[config.mk]
export PLATFORM = sky130hd
export DESIGN_NAME = echo_window_acc
export DESIGN_NICKNAME = d
export VERILOG_FILES = /design/src/rtl/echo_window_acc.sv
export SDC_FILE = /design/constraint.sdc
export NUM_CORES = 1
export LEC_CHECK = 0
export ABC_AREA = 1
export CAP_MARGIN = 10
export CORE_ASPECT_RATIO = 0.7
export CORE_MARGIN = 5
export CORE_UTILIZATION = 48
export DETAILED_ROUTE_END_ITERATION = 12
export HOLD_SLACK_MARGIN = 0.08
export MAX_ROUTING_LAYER = met4
export PLACE_DENSITY = 0.78
export SLEW_MARGIN = 20
export SYNTH_ARGS = -nofsm -noshare
export SYNTH_HDL_FRONTEND = slang
export SYNTH_SLANG_ARGS = --single-unit
[constraint.sdc]
create_clock -name clk -period 4.2 [get_ports clk]
set_clock_uncertainty 0.15 [all_clocks]
set_input_delay 0.42 -clock clk [delete_from_list [all_inputs] [get_ports clk]]
set_output_delay 0.42 -clock clk [all_outputs]
set_load 0.01 [all_outputs]
[src/rtl/echo_window_acc.sv]
// Per-echo integrator: sums ADC samples over eight windows separated by gaps and publishes all
// eight sums together once per frame. Optional frame counter output when ECHO_FRAME_CNT_EN is defined.
module echo_window_acc #(
  parameter int DATA_W = 12,
  parameter int ACC_W  = 20,
  parameter int LEN_W  = 8
) (
  input  logic              clk,
  input  logic              rst_n,
  input  logic              start,
  input  logic              abort,
  input  logic [LEN_W-1:0]  win_len,
  input  logic [LEN_W-1:0]  gap_len,
  input  logic [DATA_W-1:0] adc_data,
  input  logic              adc_valid,
  output logic              busy,
  output logic              done,
  output logic [ACC_W-1:0]  dataone,
  output logic [ACC_W-1:0]  datatwo,
  output logic [ACC_W-1:0]  datathree,
  output logic [ACC_W-1:0]  datafour,
  output logic [ACC_W-1:0]  datafive,
  output logic [ACC_W-1:0]  datasix,
  output logic [ACC_W-1:0]  dataseven,
  output logic [ACC_W-1:0]  dataeight
`ifdef ECHO_FRAME_CNT_EN
  ,
  output logic [15:0]       frame_cnt
`endif
);

  typedef enum logic [1:0] {
    S_IDLE,
    S_ACC,
    S_GAP,
    S_FIN
  } state_t;

  localparam logic [LEN_W-1:0] LEN_ONE = LEN_W'(1);

  state_t            r_state;
  state_t            w_next;
  logic [LEN_W-1:0]  r_winLen;
  logic [LEN_W-1:0]  r_gapLen;
  logic [LEN_W-1:0]  r_cnt;
  logic [2:0]        r_idx;
  logic [ACC_W-1:0]  r_work [8];
  logic [ACC_W-1:0]  r_out  [8];
  logic              r_done;
  logic              w_accept;
  logic              w_abort;
  logic              w_winEnd;
  logic              w_gapEnd;
  logic [ACC_W-1:0]  w_sample;
`ifdef ECHO_FRAME_CNT_EN
  logic [15:0]       r_frameCnt;
`endif

  assign w_accept = (r_state == S_IDLE) && start && (win_len != '0) && !abort;
  assign w_abort  = abort && (r_state != S_IDLE);
  assign w_winEnd = (r_state == S_ACC) && adc_valid && (r_cnt == r_winLen - LEN_ONE);
  assign w_gapEnd = (r_state == S_GAP) && adc_valid && (r_cnt == r_gapLen - LEN_ONE);
  assign w_sample = {{(ACC_W-DATA_W){1'b0}}, adc_data};

  always_ff @(posedge clk or negedge rst_n) begin
    if (!rst_n) begin
      r_state <= S_IDLE;
    end else begin
      r_state <= w_next;
    end
  end

  // Abort wins over every transition, including the FIN publish.
  always_comb begin
    w_next = r_state;
    case (r_state)
      S_IDLE: if (w_accept) w_next = S_ACC;
      S_ACC: begin
        if (w_winEnd) begin
          if (r_idx == 3'd7)          w_next = S_FIN;
          else if (r_gapLen == '0)    w_next = S_ACC;
          else                        w_next = S_GAP;
        end
      end
      S_GAP:   if (w_gapEnd) w_next = S_ACC;
      S_FIN:   w_next = S_IDLE;
      default: w_next = S_IDLE;
    endcase
    if (w_abort) w_next = S_IDLE;
  end

  always_ff @(posedge clk or negedge rst_n) begin
    if (!rst_n) begin
      r_winLen <= '0;
      r_gapLen <= '0;
      r_cnt    <= '0;
      r_idx    <= '0;
      r_done   <= 1'b0;
      for (int i = 0; i < 8; i++) begin
        r_work[i] <= '0;
        r_out[i]  <= '0;
      end
`ifdef ECHO_FRAME_CNT_EN
      r_frameCnt <= '0;
`endif
    end else begin
      r_done <= 1'b0;
      if (w_abort) begin
        r_cnt <= '0;
      end else begin
        case (r_state)
          S_IDLE: begin
            if (w_accept) begin
              r_winLen <= win_len;
              r_gapLen <= gap_len;
              r_cnt    <= '0;
              r_idx    <= '0;
              for (int i = 0; i < 8; i++) r_work[i] <= '0;
            end
          end
          S_ACC: begin
            if (adc_valid) begin
              r_work[r_idx] <= r_work[r_idx] + w_sample;
              if (w_winEnd) begin
                r_cnt <= '0;
                if (r_idx != 3'd7) r_idx <= r_idx + 3'd1;
              end else begin
                r_cnt <= r_cnt + LEN_ONE;
              end
            end
          end
          S_GAP: begin
            if (adc_valid) r_cnt <= w_gapEnd ? '0 : r_cnt + LEN_ONE;
          end
          S_FIN: begin
            for (int i = 0; i < 8; i++) r_out[i] <= r_work[i];
            r_done <= 1'b1;
`ifdef ECHO_FRAME_CNT_EN
            r_frameCnt <= r_frameCnt + 16'd1;
`endif
          end
          default: ;
        endcase
      end
    end
  end

  assign busy      = (r_state != S_IDLE);
  assign done      = r_done;
  assign dataone   = r_out[0];
  assign datatwo   = r_out[1];
  assign datathree = r_out[2];
  assign datafour  = r_out[3];
  assign datafive  = r_out[4];
  assign datasix   = r_out[5];
  assign dataseven = r_out[6];
  assign dataeight = r_out[7];
`ifdef ECHO_FRAME_CNT_EN
  assign frame_cnt = r_frameCnt;
`endif

endmodule

==> impl_results.md <==
* Final Wtd Congestion at 0.993
* Most frequent cell after synthesis: nand2_1
* Port bufs at 194
* CTS tree: built
* Sequential area share after synthesis at 0.548
* Worst EP required at 4.45 ns
* RSZ-0062 raised after global routing: false
* Total nets after synthesis at 1853
* Final Hold Viols at 0
* Die area at 37100 sq um
* Clk_lat worst skew at 0.53 ns
* Power consumption at 0.0139 W
* Worst-path clk slew at 0.06 ns
* Startpoint class of the critical path: flip-flop
* DRC Markers at 0
* Vias in the first global route at 13500
* Post-Synthesis Cells at 1797
* Max frequency at 0.260 GHz
* Top FF cell, synth: dfrtp_1
* Final TNS setup at 0 ns
* Post-synth top area cell: dfrtp_1
* Pleak at 9.22 nW
* CTS Buffer Depth at 3
* Ports at 195
* CP max FO at 18
* R2R setup slack at 0.36 ns
* Kind of critical path: reg -> reg
* Core area at 32600 sq um
* Die width at 228 microns
* Area share of the largest cell type after synthesis at 0.548
* Row cnt at 55
* Mapped Area at 16000 sq um
* Top post-synthesis cells by count: nand2_1 (512), dfrtp_1 (350), inv_1 (220)
* Worst path max stage delay at 0.51 ns
* 1st-iter DRT viols at 1736
* WP buf/inv at 2
* Layout area overhead at 22.9%
* Wire per inst at 21.2 microns
* Initial antenna violation count at 2
* H-tree depth at 2
* Status: finished clean
* Crit-path slowest cell: dfrtp_2
* Final setup violation count at 0
* Peak supply drop at 0.000383 V
* Largest net degree at the start of global routing at 102
* Least-Margin Pin Slew at 0.929 ns
* Detail Placement HPWL at 38.8 mm
* Post-CTS Setup Inserts at 0
* Post-synth EDFFs at 0
* Hold Crit Class: in -> reg
* Post-Route WL at 52.0 mm
* Vias per cell at 5.64
* Synth Warn # at 0
* Pwr per Cell Area at 707 nW/um^2
* Ys async rst share at 1.00
* DP Worst Slack at 0.399 ns
* GRT Residual Overflow at 0
* Root Driver: clkbuf_16
* Cts bufs inserted at 36
* DR pass1 iterations at 6
* Slew margin rel. at 0.380
* Global Route Usage Sum at 0.285
* Worst path cell trace: buf_4, nand2_2, inv_1, a221oi_1, o2111ai_1, ha_1, nand3_1, nand3_1, nand3_1, nand3_1, nand3_1, nand2_2, nand2_1, nand3_2, nand3_1, nand2_1
* Initial core utilization at 0.490
* Cell family with most CP delay: simple AND/OR/NAND/NOR gates
* Max Slew Vio Count at 0
* First-pass GRT wire length at 80.7 mm
* Data arrival, critical path at 4.09 ns
* Final ANT Viol Nets at 0
* Clock Sinks at 350
* Fillcell total at 2862
* Top post-synthesis cells by area: dfrtp_1 (55%), nand2_1 (12%), o21ai_0 (6.7%)
* Vias at 13900
* Post-route setup slack at 0.359 ns
* Fin crit period at 3.84 ns
* Mapped Avg Cell Area at 8.90 sq um
* Cell variety after synth at 43
* Max Cap Violations at 0
* Share of cells above drive strength 1 at 0.0828
* Chip height at 163 microns
* Final nets at 2058
* Final Cycle Share at 0.914
* Crit path top cell by count: nand3_1
* Crit. End Element: flip-flop
* Post-synthesis register bit count at 350
## layout by cell type (no fill, tap or decap), drive strengths merged, types with 2 or more instances in the layout
cell / instances
clkbuf: 51
clkinv: 6
xor2: 17
a22oi: 7
o21ai: 243
a21oi: 28
a21o: 3
dfrtp: 350
bufinv: 4
diode: 2
xnor2: 7
nand2: 526
o2111ai: 9
nand4: 10
nand3: 75
buf: 43
ha: 22
clkdlybuf4s50: 193
nor3: 2
o22ai: 119
inv: 237
nor2: 57
or4: 2
a221oi: 10
## registers in the layout (all words and copies together) (netlist names)
| register | count |
|---|---|
| r_work | 160 |
| dataeight | 20 |
| datafive | 20 |
| datafour | 20 |
| dataone | 20 |
| dataseven | 20 |
| datasix | 20 |
| datathree | 20 |
| datatwo | 20 |
| r_cnt | 8 |
| r_gapLen | 8 |
| r_winLen | 8 |
| r_idx | 3 |
| r_state | 2 |
| done | 1 |
## where the power goes
group	internal, W	total, W	switching, W
sequential	0.00432	0.00501	0.000683
combinational	0.00228	0.00558	0.00330
clock	0.00196	0.00331	0.00135
total	0.00857	0.0139	0.00533
## per-layer routing
layer  routed length [microns]  track usage  vias to the layer above
li1                          -            -                     6332
met1                     24000        0.427                     6740
met3                      6010       0.0847                       71
met5                         0            -                        -
met4                       901       0.0519                        0
met2                     21100        0.388                      719
## repair_timing
item / in CTS / in global routing
hold buffers: 1 / 0
hold endpoints to repair: 81 / 0
gates resized for setup: 0 / 0
## cell families (layout without fill, tap and decap cells)
| group | count (synthesis) | count (layout) | share of synthesized area |
|---|---|---|---|
| buf+inv | 305 | 536 | 0.0821 |
| simple gates | 673 | 673 | 0.185 |
| other cells | 0 | 2 | 0 |
| fa+ha+maj | 23 | 23 | 0.0185 |
| compound gates | 422 | 422 | 0.154 |
| xor+xnor | 24 | 24 | 0.0131 |
| flops | 350 | 350 | 0.548 |
## cell type report
class | count | area [sq um] | share of cell area
clock inverter | 13 | 179 | 0.00910
timing repair buffer | 237 | 2330 | 0.119
sequential | 350 | 8760 | 0.446
antenna | 2 | 5.00 | 0.000255
inverter | 235 | 892 | 0.0454
multi-input combinational | 1142 | 5920 | 0.301
tap | 427 | 534 | 0.0272
clock buffer | 51 | 1030 | 0.0523
## worst min-delay path: stages
cell	delay, ns
clkdlybuf4s50_1	0.41
nand2_1	0.07
nand2_1	0.05
## metrics by stage
stage	cell area, sq um	hold slack (ns)	utilization	cells
final	19700	0.305	0.602	2457
after global routing	19700	0.314	0.602	2457
after floorplan	16000	-0.0256	-	1797
after global placement	18400	0.309	0.565	2390
after CTS	19600	0.294	0.602	2455
after detailed placement	18400	0.309	0.565	2390
## worst paths after layout
check / from / end / cells past startpoint
max: r_idx[0]$_DFFE_PN0P_ / r_work[17]$_DFFE_PN0P_ / 16
min: gap_len[7] / r_gapLen[7]$_DFFE_PN0P_ / 3
max reg2reg: r_idx[0]$_DFFE_PN0P_ / r_work[17]$_DFFE_PN0P_ / 16
min reg2reg: datafour[16]$_DFFE_PN0P_ / datafour[16]$_DFFE_PN0P_ / 2
max in group asynchronous: rst_n / dataseven[8]$_DFFE_PN0P_ / 4
min in group asynchronous: rst_n / r_winLen[1]$_DFFE_PN0P_ / 2
No activity file was read; power rests on OpenSTA's default activity.
